## src/rtl/vga_scan_timer.sv

```systemverilog
// 640x480@60 VGA raster timer: sync/enable decode, ping-pong VRAM band select,
// frame tick and blink flag. Define VGA_SCAN_REG_OUT_EN to register the decoded outputs.
module vga_scan_timer #(
   parameter int unsigned H_VIS        = 640,
   parameter int unsigned H_FP         = 16,
   parameter int unsigned H_SYNC       = 96,
   parameter int unsigned H_BP         = 48,
   parameter int unsigned V_VIS        = 480,
   parameter int unsigned V_FP         = 10,
   parameter int unsigned V_SYNC       = 2,
   parameter int unsigned V_BP         = 33,
   parameter int unsigned BAND_LINES   = 32,
   parameter int unsigned BLINK_FRAMES = 120
) (
   input  logic       clk,
   input  logic       reset,
   input  logic       pix_ce,
   output logic       hsync,
   output logic       vsync,
   output logic       display_en,
   output logic [9:0] hpos,
   output logic [9:0] vpos,
   output logic       band_sel,
   output logic       line_start,
   output logic       frame_tick,
   output logic       blink
);

   localparam int unsigned H_TOT = H_VIS + H_FP + H_SYNC + H_BP;
   localparam int unsigned V_TOT = V_VIS + V_FP + V_SYNC + V_BP;

   localparam logic [9:0] H_LAST     = 10'(H_TOT - 1);
   localparam logic [9:0] V_LAST     = 10'(V_TOT - 1);
   localparam logic [9:0] H_VIS_C    = 10'(H_VIS);
   localparam logic [9:0] V_VIS_C    = 10'(V_VIS);
   localparam logic [9:0] HS_BEG     = 10'(H_VIS + H_FP);
   localparam logic [9:0] HS_END     = 10'(H_VIS + H_FP + H_SYNC - 1);
   localparam logic [9:0] VS_BEG     = 10'(V_VIS + V_FP);
   localparam logic [9:0] VS_END     = 10'(V_VIS + V_FP + V_SYNC - 1);
   localparam logic [9:0] BAND_MASK  = 10'(BAND_LINES - 1);
   localparam logic [6:0] FR_LAST    = 7'(BLINK_FRAMES - 1);
   localparam logic [6:0] BLINK_HALF = 7'(BLINK_FRAMES / 2);

   logic [9:0] hpos_q, hpos_d;
   logic [9:0] vpos_q, vpos_d;
   logic       band_q, band_d;
   logic [6:0] frame_cnt_q, frame_cnt_d;
   logic       line_flag_q, line_flag_d;
   logic       frame_flag_q, frame_flag_d;

   logic       hsync_s, vsync_s, de_s;
   logic       line_start_s, frame_tick_s;

   assign line_start_s = line_flag_q & pix_ce;
   assign frame_tick_s = frame_flag_q & pix_ce;

   // Next-state: raster counters, band select, pulse flags and frame counter
   always_comb begin
      hpos_d       = hpos_q;
      vpos_d       = vpos_q;
      band_d       = band_q;
      line_flag_d  = line_flag_q;
      frame_flag_d = frame_flag_q;
      frame_cnt_d  = frame_cnt_q;
      if (pix_ce) begin
         if (hpos_q == H_LAST) begin
            hpos_d = 10'd0;
            if (vpos_q == V_LAST) begin
               vpos_d = 10'd0;
               band_d = 1'b0;
            end else begin
               vpos_d = vpos_q + 10'd1;
               // Flip banks when leaving the last line of a visible band
               if ((vpos_q < V_VIS_C) && (((vpos_q + 10'd1) & BAND_MASK) == 10'd0)) begin
                  band_d = ~band_q;
               end else begin
                  band_d = band_q;
               end
            end
         end else begin
            hpos_d = hpos_q + 10'd1;
         end
         line_flag_d  = (hpos_d == 10'd0);
         frame_flag_d = (hpos_d == 10'd0) && (vpos_d == V_VIS_C);
      end else begin
         line_flag_d  = line_flag_q;
         frame_flag_d = frame_flag_q;
      end
      if (frame_tick_s) begin
         frame_cnt_d = (frame_cnt_q == FR_LAST) ? 7'd0 : (frame_cnt_q + 7'd1);
      end else begin
         frame_cnt_d = frame_cnt_q;
      end
   end

   // State registers
   always_ff @(posedge clk or posedge reset) begin
      if (reset) begin
         hpos_q       <= 10'd0;
         vpos_q       <= 10'd0;
         band_q       <= 1'b0;
         line_flag_q  <= 1'b0;
         frame_flag_q <= 1'b0;
         frame_cnt_q  <= 7'd0;
      end else begin
         hpos_q       <= hpos_d;
         vpos_q       <= vpos_d;
         band_q       <= band_d;
         line_flag_q  <= line_flag_d;
         frame_flag_q <= frame_flag_d;
         frame_cnt_q  <= frame_cnt_d;
      end
   end

   // Decode of the current counters
   always_comb begin
      hsync_s = ~((hpos_q >= HS_BEG) && (hpos_q <= HS_END));
      vsync_s = ~((vpos_q >= VS_BEG) && (vpos_q <= VS_END));
      de_s    = (hpos_q < H_VIS_C) && (vpos_q < V_VIS_C);
   end

`ifdef VGA_SCAN_REG_OUT_EN
   logic hsync_q, vsync_q, de_q, band_out_q;

   // One pix_ce of delay to line up with the VRAM read latency
   always_ff @(posedge clk or posedge reset) begin
      if (reset) begin
         hsync_q    <= 1'b1;
         vsync_q    <= 1'b1;
         de_q       <= 1'b0;
         band_out_q <= 1'b0;
      end else if (pix_ce) begin
         hsync_q    <= hsync_s;
         vsync_q    <= vsync_s;
         de_q       <= de_s;
         band_out_q <= band_q;
      end else begin
         hsync_q    <= hsync_q;
         vsync_q    <= vsync_q;
         de_q       <= de_q;
         band_out_q <= band_out_q;
      end
   end

   assign hsync      = hsync_q;
   assign vsync      = vsync_q;
   assign display_en = de_q;
   assign band_sel   = band_out_q;
`else
   assign hsync      = hsync_s;
   assign vsync      = vsync_s;
   // Counters sit at 0,0 during reset, which would otherwise decode as visible
   assign display_en = de_s & ~reset;
   assign band_sel   = band_q;
`endif

   assign hpos       = hpos_q;
   assign vpos       = vpos_q;
   assign line_start = line_start_s;
   assign frame_tick = frame_tick_s;
   assign blink      = (frame_cnt_q < BLINK_HALF);

endmodule

```

## config.mk

```make
export PLATFORM = sky130hd
export DESIGN_NAME = vga_scan_timer
export DESIGN_NICKNAME = d
export VERILOG_FILES = /design/src/rtl/vga_scan_timer.sv
export SDC_FILE = /design/constraint.sdc
export NUM_CORES = 1
export LEC_CHECK = 0
export CAP_MARGIN = 15
export CORE_ASPECT_RATIO = 0.6
export CORE_MARGIN = 2
export CORE_UTILIZATION = 38
export CTS_CLUSTER_DIAMETER = 200
export CTS_CLUSTER_SIZE = 16
export DETAILED_ROUTE_END_ITERATION = 10
export PLACE_DENSITY_LB_ADDON = 0.12
export SETUP_SLACK_MARGIN = 0.15
export SLEW_MARGIN = 20
export SYNTH_ARGS = -nofsm -noshare
export SYNTH_HDL_FRONTEND = slang
export SYNTH_SLANG_ARGS = --single-unit
```

## constraint.sdc

```tcl
create_clock -name clk -period 2.5 [get_ports clk]
set_input_delay 0.5 -clock clk [delete_from_list [all_inputs] [get_ports clk]]
set_output_delay 0.5 -clock clk [all_outputs]
set_load 0.02 [all_outputs]
```

# --- Word-level counts from Yosys, hierarchy flattened ---
# Index checks and enable logic that the tools add are counted.
totals:
  ff_bits: 30
  in_bits: 3
  output_inout_bits: 27
classes:
  n_addsub: 3
  magnitude_cmp: 7
  n_eq_ne: 4
  muxes: 8
  n_bitwise: 7
  n_reduce_logical: 9
ops:
  columns: ["op", "count"]
  rows:
  - ["10-bit two-way mux", 5]
  - ["10-bit by 1-bit adder with 10-bit output, second input constant", 2]
  - ["10-bit equality test, second input constant", 2]
  - ["10-bit zero test", 2]
  - ["10-bit by 9-bit equality test with 1-bit output, second input constant", 1]
  - ["10-bit greater-or-equal comparator, second input constant", 1]
  - ["10-bit by 9-bit greater-or-equal comparator with 1-bit output, second input constant", 1]
  - ["10-bit less-or-equal comparator, second input constant", 1]
  - ["10-bit by 9-bit less-or-equal comparator with 1-bit output, second input constant", 1]
  - ["10-bit less-than comparator, second input constant", 1]
  - ["10-bit by 9-bit less-than comparator with 1-bit output, second input constant", 1]
  - ["7-bit by 1-bit adder with 7-bit output, second input constant", 1]
  - ["7-bit equality test, second input constant", 1]
  - ["7-bit by 6-bit less-than comparator with 1-bit output, second input constant", 1]
  - ["7-bit two-way mux", 1]
  - ["1-bit logical AND", 5]
  - ["1-bit inverter", 4]
  - ["1-bit bitwise AND", 3]
  - ["3-bit AND reduction", 1]
  - ["1-bit two-way mux", 2]
  - ["2-bit nonzero test", 1]

# --- Logic depth before layout (Yosys ltp) ---
logic_depth:
  ltp_word: 6
  mapped_depth: 8

# --- Worst setup path before layout ---
# OpenSTA, ideal clock, no wires.
synth_path:
  kind: "input to output"
  start: "input port reset"
  end: "output port display_en"
  arrival_time_ns: 1.533
  setup_slack_ns: 0.467
  cell_stages: 2
  n_path_buf: 0
  cell_sequence: "inv_1 > and3_1"
synth_via:
  elab_chain_cells: 2
synth_rtl:
  columns: ["item", "line", "text"]
  rows:
  - ["start: declaration", "16", "input logic reset,"]
  - ["1-bit inverter", "153", "assign display_en = de_s & ~reset;"]
  - ["1-bit bitwise AND", "153", null]
  - ["end: declaration", "20", "output logic display_en,"]
# No other way between the ends.

# --- Worst setup path after layout ---
layout_path:
  start: "input port pix_ce"
  end: "output port line_start"
layout_via:
  elab_chain_cells: 1
layout_rtl:
  columns: ["item", "line", "text"]
  rows:
  - ["start: declaration", "17", "input logic pix_ce,"]
  - ["1-bit bitwise AND", "54", "assign line_start_s = line_flag_q & pix_ce;"]
  - ["end: declaration", "24", "output logic line_start,"]
# No other way between the ends.

==> results by group <==
Outcome
  • Result of the run: finished, final reports clean

Final layout
  • Area of the multi-input gates: 1060 um2
  • Most frequent cells in the layout: sky130_fd_sc_hd__nand2_1, sky130_fd_sc_hd__dfrtp_1, sky130_fd_sc_hd__o21ai_0, sky130_fd_sc_hd__clkdlybuf4s50_1, sky130_fd_sc_hd__buf_4
  • Footprint of the flip-flops and latches: 756 um2
  • Final net count: 269
  • Final core occ: 52.0%
  • Share of final-layout standard cells stronger than drive strength 1: 13.5%
  • Area of all placed cells without fillers: 2450 um2
  • Antenna Cells: 0
  • Final cell count without fillers: 323
  • Area grow syn2layout: 27.7%
  • Filler cells: 454

Synth
  • Synth top area share: 39.2%
  • Leading post-synthesis cells by cell area: sky130_fd_sc_hd__dfrtp_1, sky130_fd_sc_hd__o21ai_0, sky130_fd_sc_hd__nand2_1, sky130_fd_sc_hd__ha_1, sky130_fd_sc_hd__xnor2_1
  • Sequential area share after synthesis: 39.2%
  • #FFs+latches synth: 30
  • Post-synthesis async set-or-reset flop share: 100%
  • Number of distinct library cell variants in the gate-level netlist after synthesis: 47
  • Number of standard cells after synthesis: 222
  • Number of nets produced by synthesis: 232
  • EDFF count, synth: 0
  • Cell type contributing the most total cell area after synthesis: sky130_fd_sc_hd__dfrtp_1
  • Post-Syn Area: 1920 um2
  • Mean instance size in the synthesized netlist: 8.63 um2
  • Yosys warning count: 0
  • Top flip-flop cell by instance count after synthesis: sky130_fd_sc_hd__dfrtp_1

Timing
  • Sum of negative setup slack: 0 ns
  • Final worst-path cycle share: 89.4%
  • Final critical-path required period: 2.23 ns
  • Pins Over Slew Limit: 0
  • Worst Tran Pin Value: 0.389 ns
  • Number of endpoints failing setup at the final stage: 0
  • Worst Clk Skew: 0.00634 ns
  • Relative slew slack: 74.0%
  • Final worst hold slack: 0.528 ns
  • Setup repair after global routing missed its margin: no
  • Maximum clock rate: 0.447 GHz
  • Post-layout worst setup margin: 0.265 ns
  • Hold violation total from the final report: 0

Worst hold path
  • Launch point of the worst hold path: line_flag_q$_DFFE_PP0P_
  • Hold crit path type: flip-flop to flip-flop
  • Hold Crit Depth: 2

Power and ir drop
  • Power spent charging and discharging nets: 0.401 mW
  • Total power after layout: 1.34 mW
  • PD cells: 546 nW/um2
  • Static leakage: 0.976 nW
  • Worst voltage drop across the vdd grid: 0.000336 V
  • Combinational group share of total power: 20.1%
  • Proportion of total power due to net switching: 30.0%
  • Relative contribution of sequential cells to total power: 45.2%
  • P_int: 0.934 mW
  • Part of the total power dissipated in the clock network: 34.7%

Clock network
  • Clock-pin transition on the worst setup and hold timing paths: 0.06 ns
  • Number of buffers on the longest clock path: 2
  • Clock tree from TritonCTS: yes
  • CTS Root Cell: sky130_fd_sc_hd__clkbuf_8
  • Number of buffers added by the clock tree synthesis step: 5
  • Clock latency reported for the late side of the worst-skew pair: 0.28 ns
  • Count of H-tree levels built during CTS: 2
  • Clock sinks: 30
  • Total of hold buffers inserted after clock tree synthesis: 0

Critical path
  • Data arrival time at the worst-slack endpoint: 1.73 ns
  • Worst R2R Start: vpos[1]$_DFFE_PP0P_
  • Worst-path fanout max: 4
  • Length in cells of the worst reg-to-reg path: 8
  • Critical path startpoint category: input pin
  • Launch point of the worst path: pix_ce
  • Setup Crit Path Kind: input pin to output pin
  • Required @ worst endpoint: 2.00 ns
  • Critical Path Sink Type: output pin

Global route
  • First-pass GRT wire length: 7500 um
  • Tot GR Track Use: 17.6%
  • GR Util met1: 29.0%
  • Vias in the first global route: 1503
  • Met3 Track Usage GR: 3.82%
  • GRT met2 Usage: 22.1%
  • Remaining global-route overflow: 0
  • Antenna violations before repair: 0
  • Most used routing layer in global routing: met1
  • Largest net degree at the start of global routing: 31

Floorplanning
  • Total Die Area: 5650 um2
  • Placeable Area: 4710 um2
  • Starting utilization of the core area: 40.7%
  • Standard-cell row count: 19
  • I/O pin count: 30
  • Y dimension of the die: 59.0 um
  • Die extent in x: 95.7 um

Drt
  • Post-route antenna net violation count: 0
  • DRC marker count from the first detailed-route iteration: 110
  • Routed vias: 1701
  • DR WL/cell: 13.8 um
  • Average via count per standard cell: 5.27
  • Number of iterations in the first detailed-routing pass: 4
  • Residual DRC count: 0
  • Total length of routed wires: 4470 um

Placed design
  • Placer's final routability congestion estimate: 0.826
  • Number of buffers inserted by port buffering: 29
  • Total half-perimeter wirelength after legalization and detailed placement: 3290 um
  • Worst slack, placed: 0.192 ns
  • Placed Area: 2300 um2
  • Placed Cells: 311

Job
  • Count of max-cap constraint violations: 0
registers in the layout (all words and copies together), names as in the netlist:
name          cells
vpos             10
frame_cnt_q       7
hpos             10
band_sel          1
line_flag_q       1
frame_flag_q      1
critical path, stage by stage:
cell and delay (ns):
sky130_fd_sc_hd__clkdlybuf4s50_1 0.51, sky130_fd_sc_hd__and2_1 0.13, sky130_fd_sc_hd__clkdlybuf4s50_1 0.59
power groups by stage:
| stage | sequential, mW | clock [mW] | combinational, mW |
|---|---|---|---|
| floorplan | 0.625 | 0 | 0.139 |
| global placement | 0.612 | 0 | 0.268 |
| detailed placement | 0.609 | 0 | 0.270 |
| CTS | 0.600 | 0.478 | 0.270 |
| global route | 0.613 | 0.500 | 0.293 |
| finish | 0.604 | 0.463 | 0.268 |
synthesized netlist by cell type, types with 5 or more instances:
cell type and instances:
sky130_fd_sc_hd__o21ai_0 25, sky130_fd_sc_hd__ha_1 7, sky130_fd_sc_hd__nor3_1 8, sky130_fd_sc_hd__nand3_1 9
sky130_fd_sc_hd__dfrtp_1 30, sky130_fd_sc_hd__nor2_1 14, sky130_fd_sc_hd__inv_1 9, sky130_fd_sc_hd__nand2_1 26
sky130_fd_sc_hd__and3_1 6, sky130_fd_sc_hd__nand2b_1 6, sky130_fd_sc_hd__nand4_1 10, sky130_fd_sc_hd__clkbuf_1 5
sky130_fd_sc_hd__xor2_1 6, sky130_fd_sc_hd__buf_2 7, sky130_fd_sc_hd__xnor2_1 10
kinds of logic (layout without fill, tap and decap cells):
family	after synthesis	count (layout)	synth area share, %
xor+xnor	16	16	7.31
flops	30	30	39.2
buf+inv	23	61	5.55
fa+ha+maj	7	7	4.57
compound gates	48	48	15.7
simple gates	98	98	27.7
layer usage:
metal | vias up | share of wire (%)
li1 | 871 | -
met1 | 795 | 57
met2 | 30 | 37
met3 | 5 | 4.8
met4 | 0 | 0.90
met5 | - | 0
timing repair:
action | in CTS | in global routing
pin swaps | 0 | 1
gates cloned | 0 | 0
resized for setup | 5 | 5
buffers inserted | 0 | 4
endpoints found under the setup margin | 3 | 5
cell type report:
class	instances	share of cell area [%]
inverter	9	1.38
timing repair buffer	44	16.6
clock buffer	8	4.50
sequential	30	30.9
multi-input combinational	169	43.5
tap	63	3.22
worst paths after layout:
check | end | slack, ns
max | line_start | 0.27
min | line_flag_q$_DFFE_PP0P_ | 0.53
max reg2reg | band_sel$_DFFE_PP0P_ | 0.39
min reg2reg | line_flag_q$_DFFE_PP0P_ | 0.53
max in group asynchronous | hpos[4]$_DFFE_PP0P_ | 1.55
min in group asynchronous | vpos[9]$_DFFE_PP0P_ | 0.65
(Power assumes the default switching activity.)
